### config.mk
export PLATFORM = sky130hd
export DESIGN_NAME = fifo_level
export DESIGN_NICKNAME = d
export VERILOG_FILES = /design/src/rtl/fifo_level_pkg.sv /design/src/rtl/fifo_ram.sv /design/src/rtl/fifo_level.sv
export SDC_FILE = /design/constraint.sdc
export NUM_CORES = 2
export LEC_CHECK = 0
export CAP_MARGIN = 20
export CORE_MARGIN = 4
export CORE_UTILIZATION = 57
export CTS_CLUSTER_DIAMETER = 40
export DETAILED_ROUTE_END_ITERATION = 10
export PLACE_DENSITY = 0.77
export SLEW_MARGIN = 10
export SYNTH_ARGS = -nofsm -noshare
export SYNTH_HDL_FRONTEND = slang
export SYNTH_HIERARCHICAL = 1
export SYNTH_SLANG_ARGS = --single-unit
### constraint.sdc
create_clock -name clk -period 4.15 [get_ports clk]
set_input_delay 0.83 -clock clk [delete_from_list [all_inputs] [get_ports clk]]
set_output_delay 0.83 -clock clk [all_outputs]
set_load 0.005 [all_outputs]
### src/rtl/fifo_level_pkg.sv
// Shared sizing helpers for the level-tracking FIFO: pointer/level widths and parameter sanity checks.
package fifo_level_pkg;

  localparam int FIFO_MAX_DEPTH = 65536;

  // Ceiling log2, usable in constant expressions.
  function automatic int clog2(input int value);
    int r;
    r = 0;
    for (int i = 0; i < 31; i++) begin
      if ((1 << i) < value) r = i + 1;
    end
    return r;
  endfunction

  // Width of level/peak outputs: must represent 0..DEPTH inclusive.
  function automatic int fifo_level_w(input int depth);
    return clog2(depth) + 1;
  endfunction

  function automatic bit is_pow2(input int value);
    return (value > 0) && ((value & (value - 1)) == 0);
  endfunction

endpackage

### src/rtl/fifo_ram.sv
// Simple dual-port storage: synchronous write, asynchronous (combinational) read.
// Kept separate so a registered-read block RAM can be swapped in later.
module fifo_ram #(
  parameter int WIDTH = 8,
  parameter int DEPTH = 256
) (
  input  logic                     clk,
  input  logic                     i_we,
  input  logic [$clog2(DEPTH)-1:0] i_waddr,
  input  logic [WIDTH-1:0]         i_wdata,
  input  logic [$clog2(DEPTH)-1:0] i_raddr,
  output logic [WIDTH-1:0]         o_rdata
);

  logic [WIDTH-1:0] r_mem [DEPTH];

  always_ff @(posedge clk) begin
    if (i_we) r_mem[i_waddr] <= i_wdata;
  end

  assign o_rdata = r_mem[i_raddr];

endmodule

### src/rtl/fifo_level.sv
// Single-clock show-ahead FIFO with occupancy, almost flags, high-water mark and sticky errors.
// Zero-latency read of the head word; a push on a full FIFO is dropped unless a pop frees the slot.
module fifo_level
  import fifo_level_pkg::*;
#(
  parameter int WIDTH        = 8,
  parameter int DEPTH        = 256,
  parameter int AFULL_LEVEL  = 192,
  parameter int AEMPTY_LEVEL = 16
) (
  input  logic                           clk,
  input  logic                           reset,
  input  logic [WIDTH-1:0]               write_data,
  input  logic                           write_strobe,
  output logic                           full,
  output logic                           almost_full,
  output logic [WIDTH-1:0]               read_data,
  input  logic                           read_strobe,
  output logic                           data_available,
  output logic                           almost_empty,
  output logic [fifo_level_w(DEPTH)-1:0] level,
  output logic [fifo_level_w(DEPTH)-1:0] peak_level,
  output logic                           overflow,
  output logic                           underflow,
  input  logic                           clear_errors
);

  localparam int AW = clog2(DEPTH);
  localparam logic [AW:0] AFULL_L  = AFULL_LEVEL[AW:0];
  localparam logic [AW:0] AEMPTY_L = AEMPTY_LEVEL[AW:0];
  localparam logic [AW:0] ONE      = {{AW{1'b0}}, 1'b1};

  if (DEPTH < 2 || DEPTH > FIFO_MAX_DEPTH || !is_pow2(DEPTH)) begin : g_bad_depth
    $error("fifo_level: DEPTH must be a power of two in 2..65536");
  end
  if (AFULL_LEVEL < 1 || AFULL_LEVEL > DEPTH) begin : g_bad_afull
    $error("fifo_level: AFULL_LEVEL must be in 1..DEPTH");
  end
  if (AEMPTY_LEVEL < 0 || AEMPTY_LEVEL > DEPTH - 1) begin : g_bad_aempty
    $error("fifo_level: AEMPTY_LEVEL must be in 0..DEPTH-1");
  end

  logic [AW:0] r_wptr, r_rptr, r_level, r_peak;
  logic        r_overflow, r_underflow;

  logic        w_full, w_empty, w_push_acc, w_pop_acc;
  logic [AW:0] w_level_nxt, w_peak_nxt;

  // Extra MSB on each pointer distinguishes full from empty when the low bits match.
  assign w_full  = (r_wptr[AW] != r_rptr[AW]) && (r_wptr[AW-1:0] == r_rptr[AW-1:0]);
  assign w_empty = (r_wptr == r_rptr);

  assign w_pop_acc  = read_strobe && !w_empty;
  assign w_push_acc = write_strobe && (!w_full || w_pop_acc);

  assign w_level_nxt = r_level + {{AW{1'b0}}, w_push_acc} - {{AW{1'b0}}, w_pop_acc};
  assign w_peak_nxt  = (w_level_nxt > r_peak) ? w_level_nxt : r_peak;

  always_ff @(posedge clk) begin
    if (reset) begin
      r_wptr      <= '0;
      r_rptr      <= '0;
      r_level     <= '0;
      r_peak      <= '0;
      r_overflow  <= 1'b0;
      r_underflow <= 1'b0;
    end else begin
      if (w_push_acc) r_wptr <= r_wptr + ONE;
      if (w_pop_acc)  r_rptr <= r_rptr + ONE;
      r_level <= w_level_nxt;
      // A clear wins over an error raised in the same cycle.
      if (clear_errors) begin
        r_peak      <= w_level_nxt;
        r_overflow  <= 1'b0;
        r_underflow <= 1'b0;
      end else begin
        r_peak <= w_peak_nxt;
        if (write_strobe && !w_push_acc) r_overflow  <= 1'b1;
        if (read_strobe && !w_pop_acc)   r_underflow <= 1'b1;
      end
    end
  end

  fifo_ram #(
    .WIDTH (WIDTH),
    .DEPTH (DEPTH)
  ) u_ram (
    .clk     (clk),
    .i_we    (w_push_acc),
    .i_waddr (r_wptr[AW-1:0]),
    .i_wdata (write_data),
    .i_raddr (r_rptr[AW-1:0]),
    .o_rdata (read_data)
  );

  assign full           = w_full;
  assign data_available = !w_empty;
  assign almost_full    = (r_level >= AFULL_L);
  assign almost_empty   = (r_level <= AEMPTY_L);
  assign level          = r_level;
  assign peak_level     = r_peak;
  assign overflow       = r_overflow;
  assign underflow      = r_underflow;

endmodule
# == Word level (Yosys, flattened, before mapping) ==
# Memories as Yosys holds them, arrays and structs flattened. A register that Yosys moved wholly into a read port is not among the register bits.
# Index checks and enable logic that the tools add are counted.
# word_totals
ff_bits,38
mem_bits_rw,2048
in_bits,13
out_inout_bits,32
wordCells,35
memories,1
# classes
addsub,4
magnitude_cmp,3
n_eq_ne,3
muxes,6
n_reduce_logical,12
# memory_table
memory,depth,width,rd,rd_clocked_by_memory_dff,wr,line_no,source
u_ram.r_mem,256,8,1,1,1,fifo_ram.sv:15,logic [WIDTH-1:0] r_mem [DEPTH];
# op_table
op,n
"9-bit by 1-bit adder with 9-bit output, second input constant",2
9-bit two-way mux,2
8-bit two-way mux,2
9-bit by 1-bit adder with 9-bit output,1
9-bit equality test,1
"9-bit by 8-bit >= comparator with 1-bit output, second input constant",1
9-bit > comparator,1
"9-bit by 5-bit <= comparator with 1-bit output, second input constant",1
9-bit by 1-bit subtractor with 9-bit output,1
8-bit equality test,1
1-bit logical AND,5
1-bit zero test,4
1-bit two-way mux,2
2-bit nonzero test,1
2-bit OR reduction,1
1-bit logical OR,1
1-bit inequality test,1

# == Depth between registers and ports, before layout ==
# depth
word_depth,10
mapped_depth,21
mapped_depth_nobuf,20

# == Cells and area by module ==
# Netlist, hierarchy kept.
# by_module_without_submodules
module,n_inst,cells_each,area_per_inst_um2,seq_area_each_um2
fifo_ram,1,3725,79396.1,61499.0
fifo_level,1,272,2413.6,760.7

# == Worst setup path after synthesis ==
# Ideal clock, no wire load.
# synth_timing
kind,reg2reg
startpoint,reg r_wptr[5]
endpoint,reg r_peak[1] (netlist: peak_level[1])
setup_time_ns,0.086
arrival_time_ns,4.279
t_required_ns,4.064
setup_slack_ns,-0.215
path_stages_with_launch,20
path_buffers,1
synth_period_minus_slack_ns,4.365
path_cell_list,dfxtp_1 -> xnor2_1 -> nand4_4 -> o31ai_4 -> a21o_1 -> ha_1 -> inv_1 -> fa_1 -> o21bai_1 -> a211oi_1 -> a221o_1 -> xnor2_1 -> inv_1 -> ha_1 -> nand4_1 -> or3_1 -> o311ai_0 -> buf_2 -> nand2_1 -> a211oi_1
# synth_via
elab_chain_cells,9
elab_cells_between_ends,14
classes_between,add/sub: 2; order compare: 1; eq/ne: 2; mux: 2; reduce/logical: 7
# synth_rtl
element,line_no,source
start: declaration,fifo_level.sv:43,"logic [AW:0] r_wptr, r_rptr, r_level, r_peak;"
start signal: assignment,fifo_level.sv:68,if (w_push_acc) r_wptr <= r_wptr + ONE;
9-bit equality test / 8-bit equality test (equally long branches),"fifo_level.sv:51, fifo_level.sv:50",
1-bit zero test / 1-bit logical AND (equally long branches),"fifo_level.sv:53, fifo_level.sv:50",
1-bit logical AND / 1-bit zero test (equally long branches),"fifo_level.sv:53, fifo_level.sv:54",
1-bit logical OR,fifo_level.sv:54,assign w_push_acc = write_strobe && (!w_full || w_pop_acc);
1-bit logical AND,fifo_level.sv:54,
9-bit by 1-bit adder with 9-bit output,fifo_level.sv:56,"assign w_level_nxt = r_level + {{AW{1'b0}}, w_push_acc} - {{AW{1'b0}}, w_pop_acc};"
9-bit by 1-bit subtractor with 9-bit output (*),fifo_level.sv:56,
net w_level_nxt[8],fifo_level.sv:47,"logic [AW:0] w_level_nxt, w_peak_nxt;"
9-bit > comparator (*),fifo_level.sv:57,assign w_peak_nxt = (w_level_nxt > r_peak) ? w_level_nxt : r_peak;
2-bit nonzero test (no source line) (*),--,
end signal: assignment,fifo_level.sv:73,r_peak <= w_level_nxt;
end signal: assignment,fifo_level.sv:77,r_peak <= w_peak_nxt;
end: declaration,fifo_level.sv:43,
# The timed path passes the listed nets; every way through them passes the cells marked *. The select of a mux whose other input is x is not followed.
# A chain may end at the register's enable or synchronous reset.

==> impl_results.md <==
* Max VDD drop at 509 uV
* Syn nets at 4,038
* First-pass GRT wire length at 324,000 um
* Total die area at 0.150 sq mm
* Status: complete, but fails checks
* Critical Path RT at 3320 ps
* Unrepaired setup endpoints after global routing: true
* Violated checks: negative setup slack
* Setup_tns at -6850 ps
* Synth cell types at 76
* Critical Path Fanout Max at 7
* Ranking of synthesized cells by area: edfxtp_1 75%, mux4_2 12%, mux2i_1 1.7%
* Final setup skew at 66.6 ps
* Static leakage at 0.0319 uW
* Final Setup Violations at 17
* Via/cell ratio at 6.80
* Sequential fraction of the synthesis area at 76.1%
* # clock sinks at 2,086
* WP data arrival at 3870 ps
* Max-Cap Viols at 0
* Root buffer cell: clkbuf_16
* Min-delay worst type: in2reg
* Final Hold Violating Endpoints at 0
* Setup crit end kind: output port
* Max-slew violation count at 0
* EDFF count, synth at 2,048
* Post-Syn Area at 0.0818 sq mm
* RD Place Congestion at 0.933
* Number of placement rows at 138
* Yosys reg bits at 2,086
* Final min period at 4700 ps
* # nets final at 4,827
* Worst-Margin Slew at 1040 ps
* Fill count at 7,695
* Fin cells at 6,880
* Fin crit share at 113%
* # IOs at 45
* Share of post-route cells with drive strength above 1 at 37.4%
* Hold Slack at 537 ps
* Fin worst setup slack at -551 ps
* Power Dens Cells at 533 mW/mm^2
* Final wirelength at 226,000 um
* Vias in the first global route at 46.2k
* Input/output buffers at 44
* Clock-pin slew of the registers on the worst-case setup and hold paths at 60 ps
* Gr usage total at 29.5%
* Cells after synthesis at 3,997
* WL per Instance at 32.9 um
* Top-area cell type share of the netlist area at 75.2%
* Core outline area at 0.142 sq mm
* CTS buffer count at 222
* Total grt overflow at 0
* TritonCTS clock tree: built
* Starting density of the core at 57.6%
* Hold buffer count at CTS at 0
* Post-DP HPWL at 128,000 um
* Highest Clock Rate at 213 MHz
* Largest net degree at the start of global routing at 133
* Die height at 387 um
* Area grow syn2layout at 22.2%
* Worst-skew pair later-pin latency at 870 ps
* Avg Cell Area, Syn at 20.5 sq um
* Slew HR at 30.8%
* Initial antenna violation count at 4
* CTS H-tree depth at 4
* Type of origin of the critical path: flop
* Primary FF master, synth: edfxtp_1
* Critical path type: reg2out
* Total power at 53,300 uW
* Warnings from Yosys at 6
* DR DRC count at 0
* Clk buf depth at 3
* Via count at 46.8k
* Initial DRT Pass Iterations at 6
* Placed cell count at 6,316
* Ys async rst share at 0%
* Detailed Route Iter0 Violations at 7,399
* Antenna viol nets, final at 0
* DIE WIDTH at 387 um
* Synth area leader: edfxtp_1
==> routing by layer <==
layer	global-route usage [%]	up-vias	part of all wire, %
met5	0	-	0.0049
met4	12.4	2	5.2
met3	6.92	671	12
met2	47.2	3757	49
met1	39.6	24000	34
li1	-	18300	-
==> critical path: stages, from the launching register on <==
cell      delay [ps]
dfxtp_4          390
buf_12           150
buf_12           130
buf_12           140
buf_16           140
buf_12           110
buf_12           120
mux4_2           510
a22o_1           310
a221oi_4         340
o32ai_2          180
nor3_4           210
nor4_4           100
buf_2            150
==> cells in the final DEF, fill, tap and decap left out, types with 41 or more instances in the layout <==
cell       Yosys  final
a21oi_1      123     84
a22oi_1      133     83
mux2i_1      136    135
edfxtp_1    2048   2048
buf_4         27    600
buf_6         22     50
buf_12         8     66
mux4_2       454    456
clkbuf_16      0    223
nand3_1       44     41
a22oi_2        0     50
nor2_1       294    284
==> stage by stage <==
stage          setup slack (ps)  instance area (sq um)  util, %
2_1_floorplan              6.21                  81900        -
3_3_place_gp               -728                  88700     62.4
3_5_place_dp               -790                  88700     62.4
4_1_cts                    -540                  99100     69.8
5_1_grt                    -619                 100000     70.3
6_report                   -551                 100000     70.4
==> power breakdown <==
group          switching (uW)  total [uW]  internal [uW]
logic                    4590        9460           4880
clock network            8760       20500          11800
registers                 102       23300          23200
==> sequential cells by signal, summed over array words and instances (netlist names) <==
register	count
peak_level	9
r_rptr	9
level	9
u_ram/r_mem	2048
underflow	1
overflow	1
r_wptr	9
==> final cells by class <==
cell class,instances,area (sq um),area share (%)
Antenna cell,8,20.0,0.0200
Clock buffer,251,5670,5.67
Clock inverter,169,2020,2.02
Inverter,32,120,0.120
Multi-Input combinational cell,1640,19600,19.6
Sequential cell,2086,62300,62.3
Tap cell,1890,2360,2.37
Timing Repair Buffer,804,7850,7.85
==> cell usage after synthesis, drive strengths merged, types with 6 or more instances <==
library cell,n
buf,125
a2111oi,6
mux4,456
or3,7
clkbuf,114
o211ai,11
inv,31
and2,11
xor2,7
nor3,29
ha,27
nand2,42
o31ai,10
o221ai,47
a21oi,123
nand2b,8
nand4,17
a221oi,14
mux2i,136
edfxtp,2048
nor2b,33
xnor2,14
or2,6
a311oi,6
a22o,8
a22oi,133
nor4,28
o22ai,28
a211oi,18
dfxtp,38
nand3,44
nor2,294
o21ai,22
==> timing repair <==
action                     in CTS  in global routing
buffers inserted              105                 36
pin swaps                      82                 73
setup endpoints to repair      17                 17
gates cloned                   14                  1
resized for setup             325                133
==> kinds of logic after synthesis <==
family	share of synthesized area, %
DFF	76.1
muxes	14.2
and+or+nand+nor	3.12
AOI/OAI and AO/OA	3.92
buffers and inverters	1.96
adders and majority gates	0.437
xor gates and xnor gates	0.225
==> path summary, 6_finish.rpt <==
kind                                   start                      endpoint  slack (ps)  cells after the start
hold reg to reg   peak_level[0]$_SDFFE_PP0P_    peak_level[0]$_SDFFE_PP0P_         540                      2
setup / recovery      r_rptr[0]$_SDFFE_PP0N_                  read_data[3]        -550                     13
hold / removal                 write_data[3]  u_ram/r_mem[36][3]$_DFFE_PP_         540                      1
setup reg to reg      r_rptr[1]$_SDFFE_PP0N_    peak_level[4]$_SDFFE_PP0P_        -420                     21
No activity file was read; power rests on OpenSTA's default activity.
